File: config.mk
export PLATFORM = sky130hd
export DESIGN_NAME = conv_mac_array
export DESIGN_NICKNAME = d
export VERILOG_FILES = /design/src/rtl/conv_mac_array.sv
export SDC_FILE = /design/constraint.sdc
export NUM_CORES = 2
export LEC_CHECK = 0
export CAP_MARGIN = 15
export CORE_MARGIN = 2
export CORE_UTILIZATION = 60
export CTS_CLUSTER_SIZE = 25
export DETAILED_ROUTE_END_ITERATION = 10
export PLACE_DENSITY = 0.9
export SLEW_MARGIN = 15
export SYNTH_ARGS = -nofsm -noshare
export SYNTH_HDL_FRONTEND = slang
export SYNTH_SLANG_ARGS = --single-unit
File: constraint.sdc
create_clock -name clk -period 7.4 [get_ports clk]
set_input_delay 1.48 -clock clk [delete_from_list [all_inputs] [get_ports clk]]
set_output_delay 1.48 -clock clk [all_outputs]
set_load 0.01 [all_outputs]
File: src/rtl/conv_mac_array.sv
// Multi-lane signed MAC for convolution windows: one shared pixel stream, LANES weight streams,
// saturating/ReLU result register with valid/ready handshake on both sides.
module conv_mac_array #(
    parameter int unsigned DATA_W = 9,
    parameter int unsigned LANES  = 4,
    parameter int unsigned OUT_W  = 21,
    parameter int unsigned CNT_W  = 16,
    parameter int unsigned ACC_W  = 2 * DATA_W + CNT_W
) (
    input  logic                      clk,
    input  logic                      reset,
    input  logic                      clear,
    input  logic                      relu_en,
    input  logic [CNT_W-1:0]          win_len,
    input  logic                      in_valid,
    output logic                      in_ready,
    input  logic signed [DATA_W-1:0]  pixel,
    input  logic [LANES*DATA_W-1:0]   weight,
    output logic                      out_valid,
    input  logic                      out_ready,
    output logic [LANES*OUT_W-1:0]    out_data,
    output logic [LANES-1:0]          out_sat
);

    if (ACC_W < 2 * DATA_W + CNT_W || OUT_W > ACC_W) begin : g_param_check
        $error("conv_mac_array: ACC_W must be >= 2*DATA_W+CNT_W and >= OUT_W");
    end

    typedef enum logic [1:0] {StIdle, StAccum, StHold} state_e;

    localparam logic signed [ACC_W-1:0] SAT_MAX =
        {{(ACC_W - OUT_W + 1){1'b0}}, {(OUT_W - 1){1'b1}}};
    localparam logic signed [ACC_W-1:0] SAT_MIN = ~SAT_MAX;

    state_e                  state_q, state_d;
    logic [CNT_W-1:0]        count_q, count_d;
    logic [CNT_W-1:0]        len_q, len_d;
    logic [CNT_W-1:0]        eff_len;
    logic signed [ACC_W-1:0] acc_q [LANES];
    logic signed [ACC_W-1:0] acc_d [LANES];
    logic signed [ACC_W-1:0] sum_a [LANES];
    logic [LANES*OUT_W-1:0]  data_q, data_d, lane_res;
    logic [LANES-1:0]        sat_q, sat_d, lane_clip;
    logic                    valid_q, valid_d;
    logic                    last_beat, fire;

    for (genvar k = 0; k < LANES; k++) begin : g_lane
        logic signed [DATA_W-1:0]   w;
        logic signed [2*DATA_W-1:0] prod;
        logic signed [OUT_W-1:0]    res;
        logic                       clip;

        assign w    = weight[k*DATA_W +: DATA_W];
        assign prod = $signed({{DATA_W{pixel[DATA_W-1]}}, pixel})
                    * $signed({{DATA_W{w[DATA_W-1]}}, w});
        assign sum_a[k] = acc_q[k] + $signed({{(ACC_W - 2*DATA_W){prod[2*DATA_W-1]}}, prod});

        // ReLU is applied after clipping so it never affects the saturation flag.
        always_comb begin
            clip = 1'b0;
            res  = sum_a[k][OUT_W-1:0];
            if (sum_a[k] > SAT_MAX) begin
                res  = SAT_MAX[OUT_W-1:0];
                clip = 1'b1;
            end else if (sum_a[k] < SAT_MIN) begin
                res  = SAT_MIN[OUT_W-1:0];
                clip = 1'b1;
            end
            if (relu_en && res[OUT_W-1]) begin
                res = '0;
            end
        end

        assign lane_res[k*OUT_W +: OUT_W] = res;
        assign lane_clip[k]               = clip;
    end

    // Window length comes straight from win_len until the first beat latches it.
    always_comb begin
        eff_len   = (count_q == '0) ? ((win_len == '0) ? CNT_W'(1) : win_len) : len_q;
        last_beat = (count_q + CNT_W'(1)) == eff_len;
        in_ready  = !(last_beat && valid_q && !out_ready);
        fire      = in_valid && in_ready && !clear;
    end

    always_comb begin
        state_d = state_q;
        count_d = count_q;
        len_d   = len_q;
        valid_d = valid_q;
        data_d  = data_q;
        sat_d   = sat_q;
        for (int k = 0; k < LANES; k++) begin
            acc_d[k] = acc_q[k];
        end

        if (valid_q && out_ready) begin
            valid_d = 1'b0;
        end

        if (clear) begin
            state_d = StIdle;
            count_d = '0;
            for (int k = 0; k < LANES; k++) begin
                acc_d[k] = '0;
            end
        end else if (fire) begin
            if (count_q == '0) begin
                len_d = eff_len;
            end
            if (last_beat) begin
                state_d = StIdle;
                count_d = '0;
                valid_d = 1'b1;
                data_d  = lane_res;
                sat_d   = lane_clip;
                for (int k = 0; k < LANES; k++) begin
                    acc_d[k] = '0;
                end
            end else begin
                state_d = StAccum;
                count_d = count_q + CNT_W'(1);
                for (int k = 0; k < LANES; k++) begin
                    acc_d[k] = sum_a[k];
                end
            end
        end else if (in_valid && !in_ready) begin
            state_d = StHold;
        end
    end

    always_ff @(posedge clk or negedge reset) begin
        if (!reset) begin
            state_q <= StIdle;
            count_q <= '0;
            len_q   <= '0;
            valid_q <= 1'b0;
            data_q  <= '0;
            sat_q   <= '0;
            for (int k = 0; k < LANES; k++) begin
                acc_q[k] <= '0;
            end
        end else begin
            state_q <= state_d;
            count_q <= count_d;
            len_q   <= len_d;
            valid_q <= valid_d;
            data_q  <= data_d;
            sat_q   <= sat_d;
            for (int k = 0; k < LANES; k++) begin
                acc_q[k] <= acc_d[k];
            end
        end
    end

    assign out_valid = valid_q;
    assign out_data  = data_q;
    assign out_sat   = sat_q;

endmodule

==> results.cfg, run 1 <==
[floorplanning]
die_y_um = 245.9
io_pins = 157
die_width_um = 245.9
rows = 88
start_util = 0.6074

[synth]
async_flop_share = 1.000
syn-instance-count = 3970
syn_avg_cell_area_um2 = 8.844
synth_edf_count = 0
yosys_warnings = 0
synth_ff_type = dfrtp_1
synthDistinctLibCells = 83
synth_area_mm2 = 0.03511
syn-num-nets = 4835
synth-seq-cells = 257
seq_area_frac_synth = 0.1832

[clock_network]
holdBufCountCts = 0
clkSinkCount = 257
cts-root-buf = clkbuf_16
ctsLongestPathBuffers = 3
htree_levels = 1
cts_made_buffers = 31

[sta]
worstEndpointType = register input
grt-worst-endpoint = out_data[79]$_DFFE_PN0P_/D

[placed_design]
place.gp.congestion = 0.9966
hpwlAfterDp_um = 86450
port_buffers = 156

[global_routing]
grt_max_degree = 164
grt_overflow = 246
grt_usage = 0.7898

[outcome]
error = [ERROR GRT-0232] Routing congestion too high. Check the congestion heatmap in the GUI.
failing_step = 5_1_grt
status = stopped before the end
-- routing by layer --
metal	GRT overflow	track usage
met5	1	0.5891
met4	108	0.7362
met1	14	0.7786
met2	113	0.8942
met3	10	0.7288
-- logic make-up after synthesis --
| family | after synthesis | synth area share |
|---|---|---|
| buf+inv | 1044 | 0.1132 |
| compound gates | 743 | 0.1429 |
| flops | 257 | 0.1832 |
| mux | 23 | 0.006878 |
| fa+ha+maj | 798 | 0.3853 |
| xor+xnor | 150 | 0.03820 |
| simple gates | 955 | 0.1303 |
-- cells in the mapped netlist, types with 10 or more instances --
master	n	area share
o21bai_1	24	0.0051
o22ai_1	23	0.0041
o21ai_0	155	0.022
inv_1	862	0.092
ha_1	326	0.12
a311oi_1	10	0.0025
and3_1	23	0.0041
o31ai_1	18	0.0038
o21ai_1	11	0.0016
a2111oi_0	12	0.0030
nand4_1	36	0.0064
or3_1	14	0.0025
a31oi_1	17	0.0030
mux2i_1	14	0.0040
nand3_1	45	0.0064
xor2_1	48	0.012
a21o_1	36	0.0077
nor4_1	16	0.0029
xnor2_1	100	0.025
dfrtp_1	257	0.18
and2_1	141	0.025
nor2_1	122	0.013
fa_1	472	0.27
o21a_1	18	0.0038
or2_2	10	0.0018
a221o_1	21	0.0060
nand2b_1	22	0.0039
nor3_1	35	0.0050
a211oi_1	19	0.0041
nand2_1	442	0.047
nor2b_1	12	0.0021
clkbuf_1	140	0.015
a21oi_1	174	0.025
a22o_1	82	0.020
o211ai_1	36	0.0077
buf_2	21	0.0030
-- per-stage QoR --
step           TNS [ns]  instances  instance area (um^2)  worst slack, ns
2_1_floorplan    -27.97       3970                 35490          -0.6700
3_3_place_gp     -83.25       5344                 42250           -1.009
3_5_place_dp    -104.23       5344                 42250           -1.261
4_1_cts          -2.513       5509                 45910          -0.1573
-- repair_timing --
item,in CTS
gates resized for setup,378
gates cloned,14
endpoints found under the setup margin,91
buffers inserted,99
pin swaps,133
==> run 2, diff against run 1 <==
CORE_UTILIZATION = 40   (was 60)
CTS_CLUSTER_SIZE = default   (was 25)
PLACE_DENSITY = default   (was 0.9)
PLACE_DENSITY_LB_ADDON = 0.15   (was default)
==> results.cfg, run 2 <==
[outcome]
status = finished, violations left
violations = setup timing

[synth]
synth_area_mm2 = 0.03511
yosys.area.top_type = fa_1
syn-instance-count = 3970
netlist.area_leader.share = 0.2691
yosys_warnings = 0
synth_edf_count = 0
yosysMostFrequentCell = inv_1
async_flop_share = 1.000
seq_area_frac_synth = 0.1832
synth-seq-cells = 257
synth_common_cells = inv_1 (862), fa_1 (472), nand2_1 (442), ha_1 (326), dfrtp_1 (257)
syn_avg_cell_area_um2 = 8.844
synthDistinctLibCells = 83
yosys-top-cells-area = fa_1 (27%), dfrtp_1 (18%), ha_1 (12%)
syn-num-nets = 4835
synth_ff_type = dfrtp_1

[hold_path]
hold_path.class = flop to flop

[clock_network]
clock_latency_ns = 0.58
ctsLongestPathBuffers = 3
holdBufCountCts = 0
clkSinkCount = 257
cts_tree = done
cts_made_buffers = 37
cts-root-buf = clkbuf_16
htree_levels = 2
clkTransAtPathRegs_ns = 0.06

[worst_setup_path]
worst-path-max-fanout = 6
critPathCaptureType = flop
critical_path_arrival_ns = 8.00
worstSetupPathType = input port to flop
startpoint_type = input port
required_ns = 7.85

[cells_and_area]
stdcell_count = 5929
largest_register_ffs = 136
drive_gt1_frac = 0.2551
area_delta_synth_final_pct = 34.86
final_common_cell = inv_1
regMostFlops = acc_q
layout.nets = 5607
final_cell_mix = inv_1 (832), buf_4 (669), fa_1 (450)

[sta]
setup_ws_ns = -0.1512
max_freq_mhz = 132.4
hold_slack_ns = 0.4748
relSlewSlack = 0.2562
skew_ns = 0.02403
rsz0062_at_grt = true
worstMarginPinSlew_ns = 1.116
setup_viol = 52
drv_slew = 0
setup_tns_ns = -2.927
min_period_ns = 7.551
final-hold-violation-count = 0
timing.final.crit_share = 1.020

[global_routing]
grt_max_degree = 116
antenna_found_initial = 7
grt_pass1_wl_um = 169100
grt_usage = 0.2354
grt_overflow = 0
grt_pass1_vias = 31181

[routing]
route.met3.wl_um = 4451
drt_iter0_drc = 1609
routed_via_density = 5.010
wl_met1_um = 48380
vias = 29703
met2WireLength_um = 49760
avgRoutedWirePerCell_um = 17.72
top_layer = met5
drc_errors = 0
ant_nets = 0
routed_wl_um = 105000
dr.pass1.iters = 5

[floorplanning]
die_width_um = 300.3
design.core.area_mm2 = 0.08689
die_y_um = 300.3
start_util = 0.4041
rows = 108
die_area_mm2 = 0.09017
io_pins = 157

[placed_design]
place.gp.congestion = 0.9024
port_buffers = 156
hpwlAfterDp_um = 81540
dp_cells = 5758
place_ws_ns = -1.186

[job]
maxCapViolCount = 0
run 2: metrics by stage:
step	instance area [um^2]	util
6_report	47350	0.5450
5_1_grt	47350	0.5449
4_1_cts	45900	0.5283
3_5_place_dp	42970	0.4945
3_3_place_gp	42970	0.4945
2_1_floorplan	35490	-
run 2: worst max-delay path: stages:
cell,delay (ns)
buf_12,0.12
buf_16,0.15
buf_6,0.12
nand2_4,0.06
inv_4,0.04
fa_2,0.55
inv_2,0.05
fa_2,0.51
fa_2,0.62
clkinvlp_4,0.15
buf_12,0.16
fa_1,0.54
inv_2,0.04
fa_1,0.49
inv_2,0.05
ha_4,0.28
nand2_4,0.06
or3_1,0.37
o211a_1,0.29
mux2_4,0.32
a2111o_1,0.29
a211o_1,0.29
or4_4,0.58
buf_12,0.18
o22ai_2,0.13
o31ai_1,0.09
run 2: final cells by class:
cell class                 count  area, um^2
antenna                        3       7.507
clock buffer                  47        1023
clock inverter                21       320.3
fill                        7927       39540
inverter                     866        3271
multi-input combinational   2669       26890
sequential                   257        6431
tap                         1155        1445
timing repair buffer         911        7958
run 2: cell families (layout without fill, tap and decap cells):
kind of cell / after synthesis / count (layout) / share of synthesized area
adders and majority gates: 798 / 798 / 0.3853
AOI/OAI and AO/OA: 743 / 743 / 0.1429
and+or+nand+nor: 955 / 955 / 0.1303
other: 0 / 3 / 0
muxes: 23 / 23 / 0.006878
DFF: 257 / 257 / 0.1832
buffers and inverters: 1044 / 1845 / 0.1132
xor gates and xnor gates: 150 / 150 / 0.03820
run 2: path summary, 6_finish.rpt:
path	from	endpoint	slack (ns)	cells past startpoint
hold / removal	out_data[21]	out_data[21]	0.47	2
setup / recovery	pixel[8]	out_data[4]	-0.15	26
hold reg to reg	out_data[21]	out_data[21]	0.47	2
max in group asynchronous	reset	acc_q[35]	5.12	2
setup reg to reg	count_q[0]	out_data[82]	1.88	13
min in group asynchronous	reset	acc_q[22]	0.91	1
run 2: timing repair:
action | CTS | global route
pin swaps | 72 | 133
setup buffers | 44 | 52
gates resized for setup | 254 | 271
cloned | 12 | 3
endpoints found under the setup margin | 84 | 84
hold endpoints to repair | 0 | 0
run 2: metal layers:
metal | vias to the layer above | track usage
met3 | 121 | 0.02999
met4 | 10 | 0.04917
met5 | - | 0
met1 | 14695 | 0.3295
met2 | 521 | 0.3909
li1 | 14356 | -
Power of run 2 is left out: the tool's default activity adds up to more than one toggle a clock period on the data nets, which glitch-free logic cannot reach.
